$ cat config.mk
export PLATFORM = sky130hd
export DESIGN_NAME = ram_arbiter
export DESIGN_NICKNAME = d
export VERILOG_FILES = /design/src/rtl/ram_arbiter.sv
export SDC_FILE = /design/constraint.sdc
export NUM_CORES = 1
export LEC_CHECK = 0
export CORE_AREA = 3 3 121 123
export CTS_CLUSTER_SIZE = 16
export DETAILED_ROUTE_END_ITERATION = 12
export DIE_AREA = 0 0 124 126
export GPL_TIMING_DRIVEN = 0
export PLACE_DENSITY = 0.69
export SYNTH_ARGS = -nofsm -noshare
export SYNTH_HDL_FRONTEND = slang
export SYNTH_SLANG_ARGS = --single-unit
$ cat constraint.sdc
create_clock -name clk -period 5.46 [get_ports clk]
set_input_delay 1.092 -clock clk [delete_from_list [all_inputs] [get_ports clk]]
set_output_delay 1.092 -clock clk [all_outputs]
set_load 0.1 [all_outputs]
$ cat src/rtl/ram_arbiter.sv
// Round-robin arbiter sharing the single-port system RAM between the BIOS loader and the CPU.
// Registers the RAM command and steers each read response back to the port that issued it.
module ram_arbiter #(
  parameter int ADDR_WIDTH   = 31,
  parameter int DATA_WIDTH   = 31,
  parameter int READ_LATENCY = 1
) (
  input  logic                  clk,
  input  logic                  rst,
  input  logic                  i_booted,
  input  logic                  i_b_req,
  input  logic                  i_b_we,
  input  logic [3:0]            i_b_be,
  input  logic [ADDR_WIDTH:0]   i_b_addr,
  input  logic [DATA_WIDTH:0]   i_b_wdata,
  output logic                  o_b_gnt,
  output logic                  o_b_rvalid,
  output logic [DATA_WIDTH:0]   o_b_rdata,
  input  logic                  i_c_req,
  input  logic                  i_c_we,
  input  logic [3:0]            i_c_be,
  input  logic [ADDR_WIDTH:0]   i_c_addr,
  input  logic [DATA_WIDTH:0]   i_c_wdata,
  output logic                  o_c_gnt,
  output logic                  o_c_rvalid,
  output logic [DATA_WIDTH:0]   o_c_rdata,
  output logic                  o_ram_read_req,
  output logic                  o_ram_write_enable,
  output logic [3:0]            o_ram_byte_enable,
  output logic [ADDR_WIDTH:0]   o_ram_addr,
  output logic [DATA_WIDTH:0]   o_ram_write_data,
  input  logic [DATA_WIDTH:0]   i_ram_read_data
);

  logic                  last;
  logic                  b_gnt;
  logic                  c_gnt;
  logic                  c_elig;
  logic                  any_gnt;
  logic                  sel_we;
  logic [3:0]            sel_be;
  logic [ADDR_WIDTH:0]   sel_addr;
  logic [DATA_WIDTH:0]   sel_wdata;
  logic [READ_LATENCY:0] tag_valid;
  logic [READ_LATENCY:0] tag_owner;

  assign c_elig  = i_c_req & i_booted;
  assign any_gnt = b_gnt | c_gnt;
  assign o_b_gnt = b_gnt;
  assign o_c_gnt = c_gnt;

  // Tie goes to whichever port was not granted last.
  always_comb begin
    b_gnt = 1'b0;
    c_gnt = 1'b0;
    if (i_b_req && c_elig) begin
      if (last) begin
        b_gnt = 1'b1;
      end else begin
        c_gnt = 1'b1;
      end
    end else if (i_b_req) begin
      b_gnt = 1'b1;
    end else if (c_elig) begin
      c_gnt = 1'b1;
    end else begin
      b_gnt = 1'b0;
      c_gnt = 1'b0;
    end
  end

  always_comb begin
    sel_we    = i_b_we;
    sel_be    = i_b_be;
    sel_addr  = i_b_addr;
    sel_wdata = i_b_wdata;
    if (c_gnt) begin
      sel_we    = i_c_we;
      sel_be    = i_c_be;
      sel_addr  = i_c_addr;
      sel_wdata = i_c_wdata;
    end else begin
      sel_we    = i_b_we;
      sel_be    = i_b_be;
      sel_addr  = i_b_addr;
      sel_wdata = i_b_wdata;
    end
  end

  always_ff @(posedge clk or posedge rst) begin
    if (rst) begin
      last               <= 1'b1;
      o_ram_read_req     <= 1'b0;
      o_ram_write_enable <= 1'b0;
      o_ram_byte_enable  <= 4'b0000;
      o_ram_addr         <= '0;
      o_ram_write_data   <= '0;
    end else begin
      o_ram_read_req     <= any_gnt & ~sel_we;
      o_ram_write_enable <= any_gnt & sel_we;
      if (any_gnt) begin
        last       <= c_gnt;
        o_ram_addr <= sel_addr;
        if (sel_we) begin
          o_ram_byte_enable <= sel_be;
          o_ram_write_data  <= sel_wdata;
        end
      end
    end
  end

  // Stage k is visible k+1 cycles after the grant; the last stage lines up with RAM data.
  always_ff @(posedge clk or posedge rst) begin
    if (rst) begin
      tag_valid <= '0;
      tag_owner <= '0;
    end else begin
      tag_valid <= {tag_valid[READ_LATENCY-1:0], any_gnt & ~sel_we};
      tag_owner <= {tag_owner[READ_LATENCY-1:0], c_gnt};
    end
  end

  always_comb begin
    o_b_rvalid = tag_valid[READ_LATENCY] & ~tag_owner[READ_LATENCY];
    o_c_rvalid = tag_valid[READ_LATENCY] & tag_owner[READ_LATENCY];
    if (o_b_rvalid) begin
      o_b_rdata = i_ram_read_data;
    end else begin
      o_b_rdata = '0;
    end
    if (o_c_rvalid) begin
      o_c_rdata = i_ram_read_data;
    end else begin
      o_c_rdata = '0;
    end
  end

endmodule

==> impl_results.md, run 1 <==
* Global placement routability congestion at 0.851
* CP Buf/Inv Count at 5
* Chip height at 126 um
* Post-synth top flop: dfrtp_1
* CTS tree: yes
* Total CTS buffers at 9
* Post-CTS setup buffer count at 0
* Top post-synthesis cells by area: dfrtp_1 49%, nand2_1 10%, mux2i_1 9.7%
* Pwr dens at 346 mW/mm2
* Crit Path Class: input port to output port
* Netlist Area Pre-Place at 0.00372 mm2
* Post-CTS Resized at 0
* Htree depth at 3
* Multi-input gate area at 0.00170 mm2
* Setup TNS at 0 ps
* RSZ-0062 raised after global routing: no
* VDD IR-drop max at 0.186 mV
* Post-DP HPWL at 12300 um
* Mapped Nets at 568
* Final Max Tran Viols at 0
* Final-stage net count at 891
* CP required at about 4400 ps
* Final Hold Viols at 0
* CORE AREA at 0.0138 mm2
* Critical-path cell list: clkdlybuf4s50_1 > and2_1 > buf_2 > nand2_2 > inv_1 > buf_2 > clkdlybuf4s50_1
* DR iter-0 viols at ~110
* WP data arrival at between 3000 and 4000 ps
* Min cycle time layout at 4750 ps
* # DRC at 0
* Die area at 0.0156 mm2
* Worst skew pair latency at roughly 320 ps
* Avg Cell Area, Syn at 9.47 um2
* Drt first pass iters at 4
* Status: complete, no violations
* CP top delay family: buffers and inverters
* First-pass GRT wire length at 22800 um
* Grt ovf at 0
* Final period util at 86.9%
* Crit-path slowest cell: clkdlybuf4s50_1
* Share of synthesized area occupied by flip-flops and latches at 49.8%
* Max-Cap Viols at 0
* Post-synthesis async set-or-reset flop share at 100%
* Max FO, Critical Path at 11
* CTS clk-pin slew, worst paths at about 50 ps
* Yosys cell types at 21
* Sink Count at 74
* Register area at 0.00185 mm2
* Mapped Cells at 393
* Tot GR Track Use at 18.6%
* DR vias/cell at 4.66
* WL final at 15000 um
* Syn. warnings at 0
* Layout cells sized above 1 at 5.13%
* Post-synth EDFFs at 0
* Overall power at about 2.6 mW
* Final Setup Violations at 0
* Vias at 4197
* Critical path capture point type: output port
* IO Port Bufs at between 300 and 400
* Initial core utilization at about 27%
* #FFs+latches synth at 74
* Worst hold path type: register to register
* Clock Skew at 4.40 ps
* Row count at 43
* Final Util at 53.7%
* Peak Freq at 0.211 GHz
* P_leak at between 3 and 4 nW
* Root buffer cell: clkbuf_16
* Clock buffer depth at 2
* Worst-Margin Slew at 1040 ps
* Leading area contributor after synthesis: dfrtp_1
* Delay of the slowest critical-path stage at 1180 ps
* Per-cell routed wire length at 16.7 um
* CP Launch Type: input port
* Routed Antenna Nets at 0
* Rel. slew slack at 30.3%
* WHS at 350 ps
* Vias in the first global route at 4494
* Largest net degree at the start of global routing at 72
* Initial antenna violation count at 0
* Die W at 124 um
* ANT cells at 0
* Post-CTS Hold Buffers at 0
* Number of I/O pins at 313
* Fillers at 1241
* Area growth from synthesis to layout at 98.7%
* Top cell type's share of synthesized area at 49.1%
-- stage by stage --
stage | instances | setup WS [ps] | cell area (um2)
after floorplan | 393 | 1860 | 3720
after global placement | 884 | 703 | 7060
after detailed placement | 885 | 703 | 7090
after CTS | 901 | 696 | 7400
after global routing | 901 | 540 | 7400
final | 901 | 714 | 7400
-- path summary, 6_finish.rpt --
path	cells past startpoint	slack [ps]	from	end
worst max register to register	5	3680	last$_DFFE_PP1P_	o_ram_write_data[15]$_DFFE_PP0P_
worst min register to register	0	350	tag_owner[0]$_DFF_PP0_	tag_owner[1]$_DFF_PP0_
min in group asynchronous	2	1000	rst	o_ram_write_data[17]$_DFFE_PP0P_
worst min-delay path	0	350	tag_owner[0]$_DFF_PP0_	tag_owner[1]$_DFF_PP0_
max in group asynchronous	3	3880	rst	last$_DFFE_PP1P_
worst max-delay path	7	710	i_c_req	o_c_gnt
-- layout by cell type (no fill, tap or decap), types with 2 or more instances in the layout --
cell	n
inv_1	3
a32oi_1	32
and3_1	33
clkbuf_8	2
nand2_1	101
clkbuf_1	17
buf_4	4
o21ai_1	8
and2_1	36
dfrtp_1	73
clkbuf_2	3
clkdlybuf4s50_1	311
o21ai_0	29
clkinvlp_4	2
clkbuf_16	9
buf_2	10
mux2i_1	36
-- logic make-up after synthesis --
| kind of cell | after synthesis | synth area share (%) |
|---|---|---|
| AOI/OAI and AO/OA | 71 | 13.4 |
| and+or+nand+nor | 174 | 22.4 |
| buffers and inverters | 38 | 4.67 |
| muxes | 36 | 9.68 |
| DFF | 74 | 49.8 |
-- power breakdown --
group / leakage (nW) / total (mW) / switching, mW / internal [mW]
clock network: 0.145 / 0.598 / 0.220 / 0.378
registers: 0.910 / 0.675 / 0.0452 / 0.630
logic: 2.28 / 1.29 / 0.943 / 0.344
total: 3.33 / 2.56 / 1.21 / 1.35
-- metal layers --
layer	part of all wire, %	vias up	global-route usage [%]
li1	-	2011	-
met1	35	1968	19.3
met2	54	194	35.2
met3	8.5	24	4.49
met4	2.5	0	6.96
met5	0	-	0
-- final cells by class --
type	instances	share of cell area [%]
Buffer	34	2.15
Sequential cell	74	25.1
Clock buffer	12	3.47
Multi-Input combinational cell	281	22.9
Clock inverter	4	0.677
Inverter	4	0.237
Timing Repair Buffer	312	42.5
Tap cell	180	3.04
-- synth_stat cells, types with 3 or more instances --
| cell | number |
|---|---|
| o21ai_1 | 8 |
| dfrtp_1 | 73 |
| o21ai_0 | 29 |
| and2_1 | 36 |
| clkbuf_1 | 16 |
| clkbuf_2 | 3 |
| buf_2 | 10 |
| mux2i_1 | 36 |
| buf_4 | 4 |
| nand2_1 | 101 |
| and3_1 | 33 |
| inv_1 | 4 |
| a32oi_1 | 32 |
-- flip-flops by register name (all words and copies together), names as in the netlist --
name	cells
last	1
o_ram_byte_enable	4
tag_owner	2
tag_valid	2
o_ram_addr	32
o_ram_write_data	32
o_ram_write_enable	1
(Power assumes the default switching activity.)
==> run 2: changes to the inputs <==
Clock period 5.46 ns to 5.11 ns, I/O delays scaled along.
==> results of run 2 <==
Same layout as run 1 (identical final DEF). Status: complete, no violations.
Main changes from that run: setup slack after placement 703 ps -> 493 ps; setup slack after layout 714 ps -> 504 ps; register-to-register setup slack 3680 ps -> 3330 ps; total power 2.56 mW -> 2.74 mW; worst IR drop on VDD 0.186 mV -> 0.198 mV
